## src/rtl/vga_pkg.sv

```systemverilog
// Shared VGA timing constants (800x600 @ 60 Hz, 40 MHz pixel clock)
// and the state type of the sync decoder.
package vga_pkg;

   localparam int HOR_TOTAL_TIME  = 1056;
   localparam int HOR_BLANK_START = 800;
   localparam int HOR_SYNC_START  = 840;
   localparam int HOR_SYNC_TIME   = 128;

   localparam int VER_TOTAL_TIME  = 628;
   localparam int VER_BLANK_START = 600;
   localparam int VER_SYNC_START  = 601;
   localparam int VER_SYNC_TIME   = 4;

   // Width of the pixel and line counters.
   localparam int CNT_W = 11;

   typedef enum logic [1:0] {
      SEARCH_H,
      SEARCH_V,
      VERIFY,
      LOCKED
   } vga_dec_state_t;

endpackage

```

## src/rtl/vga_expect.sv

```systemverilog
// Expected sync/blank levels for a given (hcount, vcount) position.
// Purely combinational so pattern checkers can reuse it.
module vga_expect
   import vga_pkg::*;
#(
   parameter int H_BLANK_START = HOR_BLANK_START,
   parameter int H_SYNC_START  = HOR_SYNC_START,
   parameter int H_SYNC_TIME   = HOR_SYNC_TIME,
   parameter int V_BLANK_START = VER_BLANK_START,
   parameter int V_SYNC_START  = VER_SYNC_START,
   parameter int V_SYNC_TIME   = VER_SYNC_TIME
) (
   input  logic [CNT_W-1:0] hcount_i,
   input  logic [CNT_W-1:0] vcount_i,
   output logic             hs_e_o,
   output logic             vs_e_o,
   output logic             hb_e_o,
   output logic             vb_e_o
);

   localparam logic [CNT_W-1:0] HS_LO = CNT_W'(H_SYNC_START);
   localparam logic [CNT_W-1:0] HS_HI = CNT_W'(H_SYNC_START + H_SYNC_TIME);
   localparam logic [CNT_W-1:0] VS_LO = CNT_W'(V_SYNC_START);
   localparam logic [CNT_W-1:0] VS_HI = CNT_W'(V_SYNC_START + V_SYNC_TIME);
   localparam logic [CNT_W-1:0] HB_LO = CNT_W'(H_BLANK_START);
   localparam logic [CNT_W-1:0] VB_LO = CNT_W'(V_BLANK_START);

   // Sync pulses are half-open windows; blanking runs to the end of the line/frame.
   assign hs_e_o = (hcount_i >= HS_LO) && (hcount_i < HS_HI);
   assign vs_e_o = (vcount_i >= VS_LO) && (vcount_i < VS_HI);
   assign hb_e_o = (hcount_i >= HB_LO);
   assign vb_e_o = (vcount_i >= VB_LO);

endmodule

```

## src/rtl/vga_sync_decoder.sv

```systemverilog
// Rebuilds hcount/vcount from the sync and blank strobes of a VGA timing
// source. Aligns on the hsync and vsync rising edges, checks every sample
// against the expected timing, and reports lock and per-cycle errors.
// Timing defaults to the package 800x600 values; the overrides exist so a
// scaled-down raster can be used where a full frame is too long.
module vga_sync_decoder
   import vga_pkg::*;
#(
   parameter int LOCK_FRAMES   = 2,
   parameter int LOSS_LINES    = 4,
   parameter int H_TOTAL       = HOR_TOTAL_TIME,
   parameter int H_BLANK_START = HOR_BLANK_START,
   parameter int H_SYNC_START  = HOR_SYNC_START,
   parameter int H_SYNC_TIME   = HOR_SYNC_TIME,
   parameter int V_TOTAL       = VER_TOTAL_TIME,
   parameter int V_BLANK_START = VER_BLANK_START,
   parameter int V_SYNC_START  = VER_SYNC_START,
   parameter int V_SYNC_TIME   = VER_SYNC_TIME
) (
   input  logic             clk,
   input  logic             rst,
   input  logic             hsync_in,
   input  logic             vsync_in,
   input  logic             hblnk_in,
   input  logic             vblnk_in,
   output logic [CNT_W-1:0] hcount,
   output logic [CNT_W-1:0] vcount,
   output logic             hsync,
   output logic             vsync,
   output logic             hblnk,
   output logic             vblnk,
   output logic             locked,
   output logic             frame_start,
   output logic             sync_err
);

   localparam int LF_W = $clog2(LOCK_FRAMES + 1);
   localparam int LL_W = $clog2(LOSS_LINES + 1);

   localparam logic [CNT_W-1:0] H_MAX    = CNT_W'(H_TOTAL - 1);
   localparam logic [CNT_W-1:0] V_MAX    = CNT_W'(V_TOTAL - 1);
   localparam logic [CNT_W-1:0] H_LOAD   = CNT_W'(H_SYNC_START);
   localparam logic [CNT_W-1:0] V_LOAD   = CNT_W'(V_SYNC_START);
   localparam logic [LF_W-1:0]  LOCK_CNT = LF_W'(LOCK_FRAMES);
   localparam logic [LL_W-1:0]  LOSS_CNT = LL_W'(LOSS_LINES);

   vga_dec_state_t   state_q, state_d;
   logic [CNT_W-1:0] hcount_q, hcount_d;
   logic [CNT_W-1:0] vcount_q, vcount_d;
   logic [LF_W-1:0]  clean_frames_q, clean_frames_d;
   logic [LL_W-1:0]  bad_lines_q, bad_lines_d;
   logic             line_bad_q, line_bad_d;
   logic             sync_err_q, sync_err_d;
   logic             locked_q;
   logic             hsync_q, vsync_q, hblnk_q, vblnk_q;

   logic [CNT_W-1:0] h_next, v_next;
   logic             h_wrap, v_wrap;
   logic             hs_e, vs_e, hb_e, vb_e;
   logic             rise_h, rise_v, mismatch;
   logic [LF_W-1:0]  clean_inc;
   logic [LL_W-1:0]  bad_inc;

   // Free-running position step: h wraps each line, v advances on the h wrap.
   always_comb begin
      h_wrap = (hcount_q == H_MAX);
      v_wrap = (vcount_q == V_MAX);
      h_next = h_wrap ? '0 : hcount_q + CNT_W'(1);
      v_next = vcount_q;
      if (h_wrap) begin
         v_next = v_wrap ? '0 : vcount_q + CNT_W'(1);
      end
   end

   vga_expect #(
      .H_BLANK_START (H_BLANK_START),
      .H_SYNC_START  (H_SYNC_START),
      .H_SYNC_TIME   (H_SYNC_TIME),
      .V_BLANK_START (V_BLANK_START),
      .V_SYNC_START  (V_SYNC_START),
      .V_SYNC_TIME   (V_SYNC_TIME)
   ) u_expect (
      .hcount_i (h_next),
      .vcount_i (v_next),
      .hs_e_o   (hs_e),
      .vs_e_o   (vs_e),
      .hb_e_o   (hb_e),
      .vb_e_o   (vb_e)
   );

   // The incoming sample sits at (h_next, v_next); edges use the delayed copies.
   assign rise_h    = hsync_in & ~hsync_q;
   assign rise_v    = vsync_in & ~vsync_q;
   assign mismatch  = (hsync_in != hs_e) | (vsync_in != vs_e) |
                      (hblnk_in != hb_e) | (vblnk_in != vb_e);
   assign clean_inc = clean_frames_q + LF_W'(1);
   assign bad_inc   = bad_lines_q + LL_W'(1);

   // Next-state logic: alignment search, frame verification and lock supervision.
   always_comb begin
      // NOTE: every signal written here is given a default first, so no path
      // leaves a value unassigned and no latch can be inferred.
      state_d        = state_q;
      hcount_d       = h_next;
      vcount_d       = v_next;
      clean_frames_d = clean_frames_q;
      bad_lines_d    = bad_lines_q;
      line_bad_d     = line_bad_q;
      sync_err_d     = 1'b0;

      case (state_q)
         SEARCH_H: begin
            clean_frames_d = '0;
            bad_lines_d    = '0;
            line_bad_d     = 1'b0;
            if (rise_h) begin
               hcount_d = H_LOAD;
               state_d  = SEARCH_V;
            end
         end

         SEARCH_V: begin
            if (rise_v) begin
               if (h_next == '0) begin
                  vcount_d = V_LOAD;
                  state_d  = VERIFY;
               end else begin
                  state_d = SEARCH_H;
               end
            end
         end

         VERIFY: begin
            if (mismatch) begin
               sync_err_d     = 1'b1;
               clean_frames_d = '0;
               state_d        = SEARCH_H;
            end else if (h_wrap && v_wrap) begin
               if (clean_inc == LOCK_CNT) begin
                  clean_frames_d = '0;
                  state_d        = LOCKED;
               end else begin
                  clean_frames_d = clean_inc;
               end
            end
         end

         LOCKED: begin
            sync_err_d = mismatch;
            if (h_wrap) begin
               // The wrap-cycle sample is the first pixel of the new line.
               line_bad_d = mismatch;
               if (line_bad_q) begin
                  if (bad_inc == LOSS_CNT) begin
                     bad_lines_d = '0;
                     state_d     = SEARCH_H;
                  end else begin
                     bad_lines_d = bad_inc;
                  end
               end else begin
                  bad_lines_d = '0;
               end
            end else begin
               line_bad_d = line_bad_q | mismatch;
            end
         end

         default: state_d = SEARCH_H;
      endcase
   end

   // Registers: delayed inputs, counters, FSM state and status flags.
   always_ff @(posedge clk) begin
      // NOTE: non-blocking assignments so every flop samples pre-edge values.
      if (rst) begin
         state_q        <= SEARCH_H;
         hcount_q       <= '0;
         vcount_q       <= '0;
         clean_frames_q <= '0;
         bad_lines_q    <= '0;
         line_bad_q     <= 1'b0;
         sync_err_q     <= 1'b0;
         locked_q       <= 1'b0;
         hsync_q        <= 1'b0;
         vsync_q        <= 1'b0;
         hblnk_q        <= 1'b0;
         vblnk_q        <= 1'b0;
      end else begin
         state_q        <= state_d;
         hcount_q       <= hcount_d;
         vcount_q       <= vcount_d;
         clean_frames_q <= clean_frames_d;
         bad_lines_q    <= bad_lines_d;
         line_bad_q     <= line_bad_d;
         sync_err_q     <= sync_err_d;
         locked_q       <= (state_d == LOCKED);
         hsync_q        <= hsync_in;
         vsync_q        <= vsync_in;
         hblnk_q        <= hblnk_in;
         vblnk_q        <= vblnk_in;
      end
   end

   assign hcount      = hcount_q;
   assign vcount      = vcount_q;
   assign hsync       = hsync_q;
   assign vsync       = vsync_q;
   assign hblnk       = hblnk_q;
   assign vblnk       = vblnk_q;
   assign locked      = locked_q;
   assign sync_err    = sync_err_q;
   assign frame_start = locked_q && (hcount_q == '0) && (vcount_q == '0);

endmodule

```

## config.mk

```make
export PLATFORM = sky130hd
export DESIGN_NAME = vga_sync_decoder
export DESIGN_NICKNAME = d
export VERILOG_FILES = /design/src/rtl/vga_pkg.sv /design/src/rtl/vga_expect.sv /design/src/rtl/vga_sync_decoder.sv
export SDC_FILE = /design/constraint.sdc
export NUM_CORES = 1
export LEC_CHECK = 0
export ABC_AREA = 1
export CAP_MARGIN = 0
export CORE_MARGIN = 2
export CORE_UTILIZATION = 50
export DETAILED_ROUTE_END_ITERATION = 7
export PLACE_DENSITY = 0.77
export SETUP_SLACK_MARGIN = 0.4
export SLEW_MARGIN = 20
export SYNTH_ARGS = -nofsm -noshare
export SYNTH_HDL_FRONTEND = slang
export SYNTH_SLANG_ARGS = --single-unit
export TNS_END_PERCENT = 10
```

## constraint.sdc

```tcl
create_clock -name clk -period 2.2 [get_ports clk]
set_input_delay 0.33 -clock clk [delete_from_list [all_inputs] [get_ports clk]]
set_output_delay 0.33 -clock clk [all_outputs]
set_load 0.02 [all_outputs]
```

==> flow_metrics.tcl, run 1 <==
set metrics [dict create \
    synth_nets 436 \
    leakage_nw 2.15 \
    final_cell_mix "nand2_1, buf_4, inv_1" \
    start_util_pct 51.3 \
    tightest_slew_ns 0.309 \
    grt_usage_pct 29.1 \
    drt_iter0_drc 265 \
    final_cell_area_sq_um 4160 \
    grt_pass1_wl_microns 13700 \
    grt_max_degree 18 \
    rsz0062_at_grt "yes" \
    yosys_warnings 0 \
    dp_cells 615 \
    status "finished with violations" \
    start_kind "flip-flop" \
    synth-edff-count 0 \
    dpl-instance-area_sq_um 3780 \
    synth-async-reset-ratio_pct 0 \
    instances_no_fill 630 \
    fp.dieArea_sq_um 5800 \
    crit_fanout 5 \
    dr.pass1.iters 5 \
    dp_hpwl_microns 6570 \
    syn_avg_cell_area_sq_um 6.20 \
    drc 0 \
    antenna_found_initial 0 \
    syn2layout_area_growth_pct 59.8 \
    synth_area_sq_um 2600 \
    io_pins 35 \
    routabilityCongestion 0.947 \
    worst-endpoint-arrival_ns 2.70 \
    setup_viol 7 \
    ff2ff_path_depth 18 \
    power_density_nw_per_um2 342 \
    synthAdderAreaFrac_pct 4.81 \
    drive_above_1_share_pct 35.9 \
    n_antenna_cell 0 \
    muxShareOfSynthArea_pct 0 \
    rrSetupSlack_ns -0.26 \
    grt_overflow_total 0 \
    dieWidth_microns 76.2 \
    netlist_instances 420 \
    htree_levels 2 \
    multiInputGateArea_sq_um 1870 \
    yosysSeqAreaShare_pct 27.7 \
    timing.setup.tns_ns -1.58 \
    synth_top_family_by_area "simple AND/OR/NAND/NOR gates" \
    max_freq_mhz 406 \
    period_needed_ns 2.46 \
    fin_crit_sh_pct 112 \
    finalHoldViolCount 0 \
    coreArea_sq_um 5070 \
    fillers 357 \
    hp-class "flip-flop to flip-flop" \
    cts_hold_buf 0 \
    die_h_microns 76.2 \
    io_buffer_count 34 \
    synth-xor-area-share_pct 0.673 \
    vias 3343 \
    relSlewSlack_pct 79.2 \
    crit_type "flip-flop to flip-flop" \
    first_global_vias 3107 \
    cts.clk_slew.worst_paths_ns 0.08 \
    cts_buffers 5 \
    synth_compound_area_share_pct 8.55 \
    ir_drop_v 0.000350 \
    clock_tree.buffer_depth 2 \
    endpoint_kind "flip-flop" \
    routed_wl_microns 9080 \
    fin_skew_ns 0.00479 \
    yosysUniqueCellTypes 36 \
    cts_tree "done" \
    critical_path_required_ns 2.43 \
    clkSinkCount 36 \
    slew_violations 0 \
    clock_latency_ns 0.30 \
    violations "negative setup slack" \
    postRouteAntennaNets 0 \
    seq_area_sq_um 741 \
    setup_ws_ns -0.264 \
    cts_root_buf "clkbuf_8" \
    synth-seq-cells 36 \
    ys.flop_type "dfxtp_1" \
    via_per_inst 5.31 \
    wl_per_cell_microns 14.4 \
    hold_depth 2 \
    nNetsFinal 575 \
    yosys.area_share.simple_pct 47.8 \
    rows 26 \
    cap_violations 0 \
]
per-stage QoR:
step                setup slack (ns)  total power, W  hold slack, ns  utilization, %
detailed placement            -0.288        0.000919           0.458            74.4
global placement              -0.164        0.000914           0.432            74.4
finish                        -0.264         0.00142           0.472            82.0
CTS                           -0.190         0.00140           0.471            78.1
floorplan                   -0.00553        0.000808           0.422               -
global route                  -0.403         0.00148           0.501            82.0
registers in the layout, summed over array words and instances (netlist names):
name and count:
hcount 11, state_q 2, clean_frames_q 2, line_bad_q 1
hsync 1, vcount 11, sync_err 1, hblnk 1
vblnk 1, bad_lines_q 3, locked 1, vsync 1
cells in the mapped netlist, types with 2 or more instances:
library cell	count	area share [%]
a21oi_1	17	3.3
a31oi_1	2	0.48
buf_2	2	0.38
o21ai_0	9	1.7
inv_1	58	8.4
nand4_1	14	3.4
dfxtp_1	36	28
ha_1	10	4.8
nor2_2	3	0.72
o21a_1	2	0.58
o21ai_1	3	0.58
nand2_2	2	0.48
nand3_4	2	1.3
nor4_1	2	0.48
nand3_1	51	9.8
nand2_1	116	17
nand3_2	4	1.5
nor3_1	6	1.2
o21ai_2	2	0.67
nor2_1	59	8.5
nor2_8	2	1.5
nand2_4	2	0.86
inv_2	3	0.43
where the power goes:
| part | switching [W] | total, W | internal (W) |
|---|---|---|---|
| clock | 0.000268 | 0.000489 | 0.000221 |
| combinational | 0.000141 | 0.000249 | 0.000108 |
| sequential | 0.0000161 | 0.000683 | 0.000667 |
routing by layer:
layer | part of all wire [%] | global-route usage [%] | up-vias
met2 | 49 | 51.0 | 156
met4 | 2.1 | 8.55 | 0
li1 | - | - | 1627
met3 | 6.7 | 4.03 | 21
met5 | 0 | 0 | -
met1 | 42 | 37.3 | 1539
kinds of logic (layout without fill, tap and decap cells):
group           count (synthesis)  in the layout
simple gates                  267            268
buf+inv                        67            206
compound gates                 38             38
flops                          36             36
fa+ha+maj                      10             10
xor+xnor                        2              2
critical path: stages (launching register included):
cell and delay [ns]:
dfxtp_4 0.37, ha_4 0.16, nand2_4 0.08, nor2_8 0.13
nand2_4 0.09, nor2_4 0.19, nand2_1 0.07, nand2_1 0.07
nand3_2 0.09, nor2_2 0.18, nand3_2 0.15, buf_4 0.18
nand3_2 0.07, nand3_2 0.08, nor2_4 0.17, nand2_2 0.07
nand2_2 0.06, nand2_2 0.06, a21oi_2 0.11
final cells by class:
cell class	count	share of cell area, %
well taps	70	2.11
flip-flops and latches	36	17.8
clock buffers	5	1.65
multi-input cells	318	44.9
inverters	61	5.50
repair buffers	137	27.6
clock inverters	3	0.451
final timing paths:
path | endpoint | start
max | state_q[1]$_SDFF_PP0_ | hcount[1]$_SDFF_PP0_
min | clean_frames_q[1]$_SDFFE_PP0P_ | clean_frames_q[1]$_SDFFE_PP0P_
max reg2reg | state_q[1]$_SDFF_PP0_ | hcount[1]$_SDFF_PP0_
min reg2reg | clean_frames_q[1]$_SDFFE_PP0P_ | clean_frames_q[1]$_SDFFE_PP0P_
timing repair:
item                                    CTS  global route
setup buffers                             1             5
cloned                                    1             0
pin swaps                                20            31
gates resized for setup                  31            47
endpoints found under the setup margin   22            28
Power figures use the tool's default switching activity.
==> inputs of run 2 (changes only) <==
--- a/config.mk
+++ b/config.mk
@@ -5,12 +5,11 @@
 export SDC_FILE = /design/constraint.sdc
 export NUM_CORES = 1
 export LEC_CHECK = 0
-export ABC_AREA = 1
 export CAP_MARGIN = 0
 export CORE_MARGIN = 2
-export CORE_UTILIZATION = 50
+export CORE_UTILIZATION = 49
 export DETAILED_ROUTE_END_ITERATION = 7
-export PLACE_DENSITY = 0.77
+export PLACE_DENSITY = 0.76
 export SETUP_SLACK_MARGIN = 0.4
 export SLEW_MARGIN = 20
 export SYNTH_ARGS = -nofsm -noshare
==> flow_metrics.tcl, run 2 <==
set metrics [dict create \
    status "finished with violations" \
    violations "negative setup slack" \
    io_buffer_count 34 \
    leakage_nw 1.67 \
    max_freq_mhz 304 \
    period_needed_ns 3.29 \
    worst-endpoint-arrival_ns 3.49 \
    crit_type "flip-flop to flip-flop" \
    synth_top_cell_by_area "dfxtp_1" \
    synth_area_sq_um 2430 \
    die_h_microns 74.4 \
    cts_root_buf "clkbuf_8" \
    yosysUniqueCellTypes 60 \
    power_density_nw_per_um2 450 \
    start_kind "flip-flop" \
    fin_crit_sh_pct 149 \
    final_common_cell "buf_4" \
    grt_max_degree 13 \
    rows 25 \
    crit_fanout 7 \
    tightest_slew_ns 0.593 \
    grt_pass1_wl_microns 12700 \
    via_per_inst 5.81 \
    final_cell_mix "buf_4, dfxtp_1, nor2_1" \
    synth_nets 322 \
    netlist_instances 306 \
    yosysSeqAreaShare_pct 29.7 \
    yosys_warnings 0 \
    fin_skew_ns 0.0126 \
    synth-seq-cells 36 \
    critical_path_required_ns 2.40 \
    synth_common_cells "dfxtp_1, nor2_1, nand2_1" \
    syn_avg_cell_area_sq_um 7.93 \
    cts_tree "done" \
    clkSinkCount 36 \
    dp_hpwl_microns 5800 \
    post-synth-top-count-cell "dfxtp_1" \
    wl_per_cell_microns 16.2 \
    relSlewSlack_pct 59.4 \
    io_pins 35 \
    drive_above_1_share_pct 33.6 \
    endpoint_kind "flip-flop" \
    nNetsFinal 435 \
    routabilityCongestion 0.954 \
    cts_buffers 5 \
    cts.clk_slew.worst_paths_ns 0.08 \
    routed_wl_microns 7890 \
    r2r_start "hcount[9]$_SDFF_PP0_" \
    grt_usage_pct 29.8 \
    ys.flop_type "dfxtp_1" \
    fp.dieArea_sq_um 5530 \
    ys_top_cells_by_area "dfxtp_1, ha_1, nor2_1" \
    coreArea_sq_um 4750 \
    final_cell_area_sq_um 3750 \
    yosysTopAreaCellShare_pct 29.7 \
    dpl-instance-area_sq_um 3480 \
    start_util_pct 51.0 \
    n_antenna_cell 0 \
    syn2layout_area_growth_pct 54.5 \
    fillers 342 \
    preCtsSetupSlack_ns -1.06 \
    finalHoldViolCount 0 \
    slew_violations 0 \
    drc 0 \
    cap_violations 0 \
    drt_iter0_drc 181 \
    hp-class "flip-flop to flip-flop" \
    startpoint "hcount[9]$_SDFF_PP0_" \
    clock_tree.buffer_depth 2 \
    htree_levels 2 \
    clock_latency_ns 0.30 \
    hold_slack_ns 0.484 \
    setup_viol 18 \
    synth-async-reset-ratio_pct 0 \
    vias 2828 \
    dieWidth_microns 74.4 \
    first_global_vias 2737 \
    grt_overflow_total 0 \
    cts_hold_buf 0 \
    setup_ws_ns -1.09 \
    ir_drop_v 0.000462 \
    min_from "bad_lines_q[1]$_SDFFE_PP0P_" \
    postRouteAntennaNets 0 \
    dr.pass1.iters 5 \
    synth-edff-count 0 \
    antenna_found_initial 0 \
    rsz0062_at_grt "yes" \
]
## run 2: cell types whose count changed in the layout (fill, tap and decap cells not counted), sizes merged, moves of 9 or more
cell / previous run / this run
nand2: 120 / 22
inv: 61 / 17
nand3: 57 / 15
nor2: 66 / 27
nor3: 6 / 17
xnor2: 1 / 11
and3: 0 / 9
buf: 104 / 95
## run 2: final timing paths
path,endpoint,slack (ns),cells past startpoint
hold / removal,bad_lines_q[1]$_SDFFE_PP0P_,0.48,2
setup reg to reg,state_q[1]$_SDFF_PP0_,-1.09,9
hold reg to reg,bad_lines_q[1]$_SDFFE_PP0P_,0.48,2
setup / recovery,state_q[1]$_SDFF_PP0_,-1.09,9
## run 2: cell type report
class                      instances  area, sq um  share of cell area [%]
clock buffer                       6         82.6                    2.20
timing repair buffer             128         1090                    29.1
clock inverter                     2         13.8                   0.367
sequential                        36          726                    19.4
multi-input combinational        232         1690                    45.1
inverter                          16         60.1                    1.60
tap                               67         83.8                    2.24
## run 2: where the power goes
| part | internal, W | switching [W] | leakage [nW] |
|---|---|---|---|
| Combinational | 0.000215 | 0.000248 | 1.32 |
| Clock | 0.000256 | 0.000259 | 0.0516 |
| Sequential | 0.000684 | 0.0000239 | 0.294 |
| Total | 0.00115 | 0.000531 | 1.67 |
## run 2: per-stage QoR
stage | TNS (ns) | cells | power [W] | util, %
4_1_cts | -8.54 | 485 | 0.00168 | 76.6
5_1_grt | -10.77 | 487 | 0.00177 | 78.8
6_report | -8.55 | 487 | 0.00169 | 78.8
3_5_place_dp | -9.72 | 475 | 0.00116 | 73.1
2_1_floorplan | -10.13 | 306 | 0.000974 | -
3_3_place_gp | -8.75 | 475 | 0.00115 | 73.1
## run 2: timing repair
| item | in CTS | in global routing |
|---|---|---|
| pin swaps | 5 | 7 |
| endpoints found under the setup margin | 26 | 34 |
| setup buffers | 2 | 2 |
| gates resized for setup | 18 | 26 |
## run 2: per-layer routing
| metal | vias up | part of all wire (%) | global-route usage [%] |
|---|---|---|---|
| li1 | 1349 | - | - |
| met1 | 1351 | 44 | 39.2 |
| met2 | 115 | 49 | 50.0 |
| met3 | 13 | 5.8 | 6.91 |
| met4 | 0 | 1.3 | 6.55 |
| met5 | - | 0 | 0 |
## run 2: worst max-delay path, cell delays in order (launching register included)
cell and delay, ns:
dfxtp_2 0.33, or4_4 0.54, or4_4 0.59, o41ai_4 0.29, a31oi_2 0.16, a2111oi_4 0.30, xor2_1 0.12, or2_1 0.25
o311a_1 0.33, nor4_1 0.27
## run 2: kinds of logic after synthesis
logic type      after synthesis  synth area share (%)
simple gates                139                  31.7
compound gates               62                  19.1
buf+inv                      38                  6.50
flops                        36                  29.7
xor+xnor                     18                  6.50
fa+ha+maj                    10                  5.16
mux                           3                  1.34
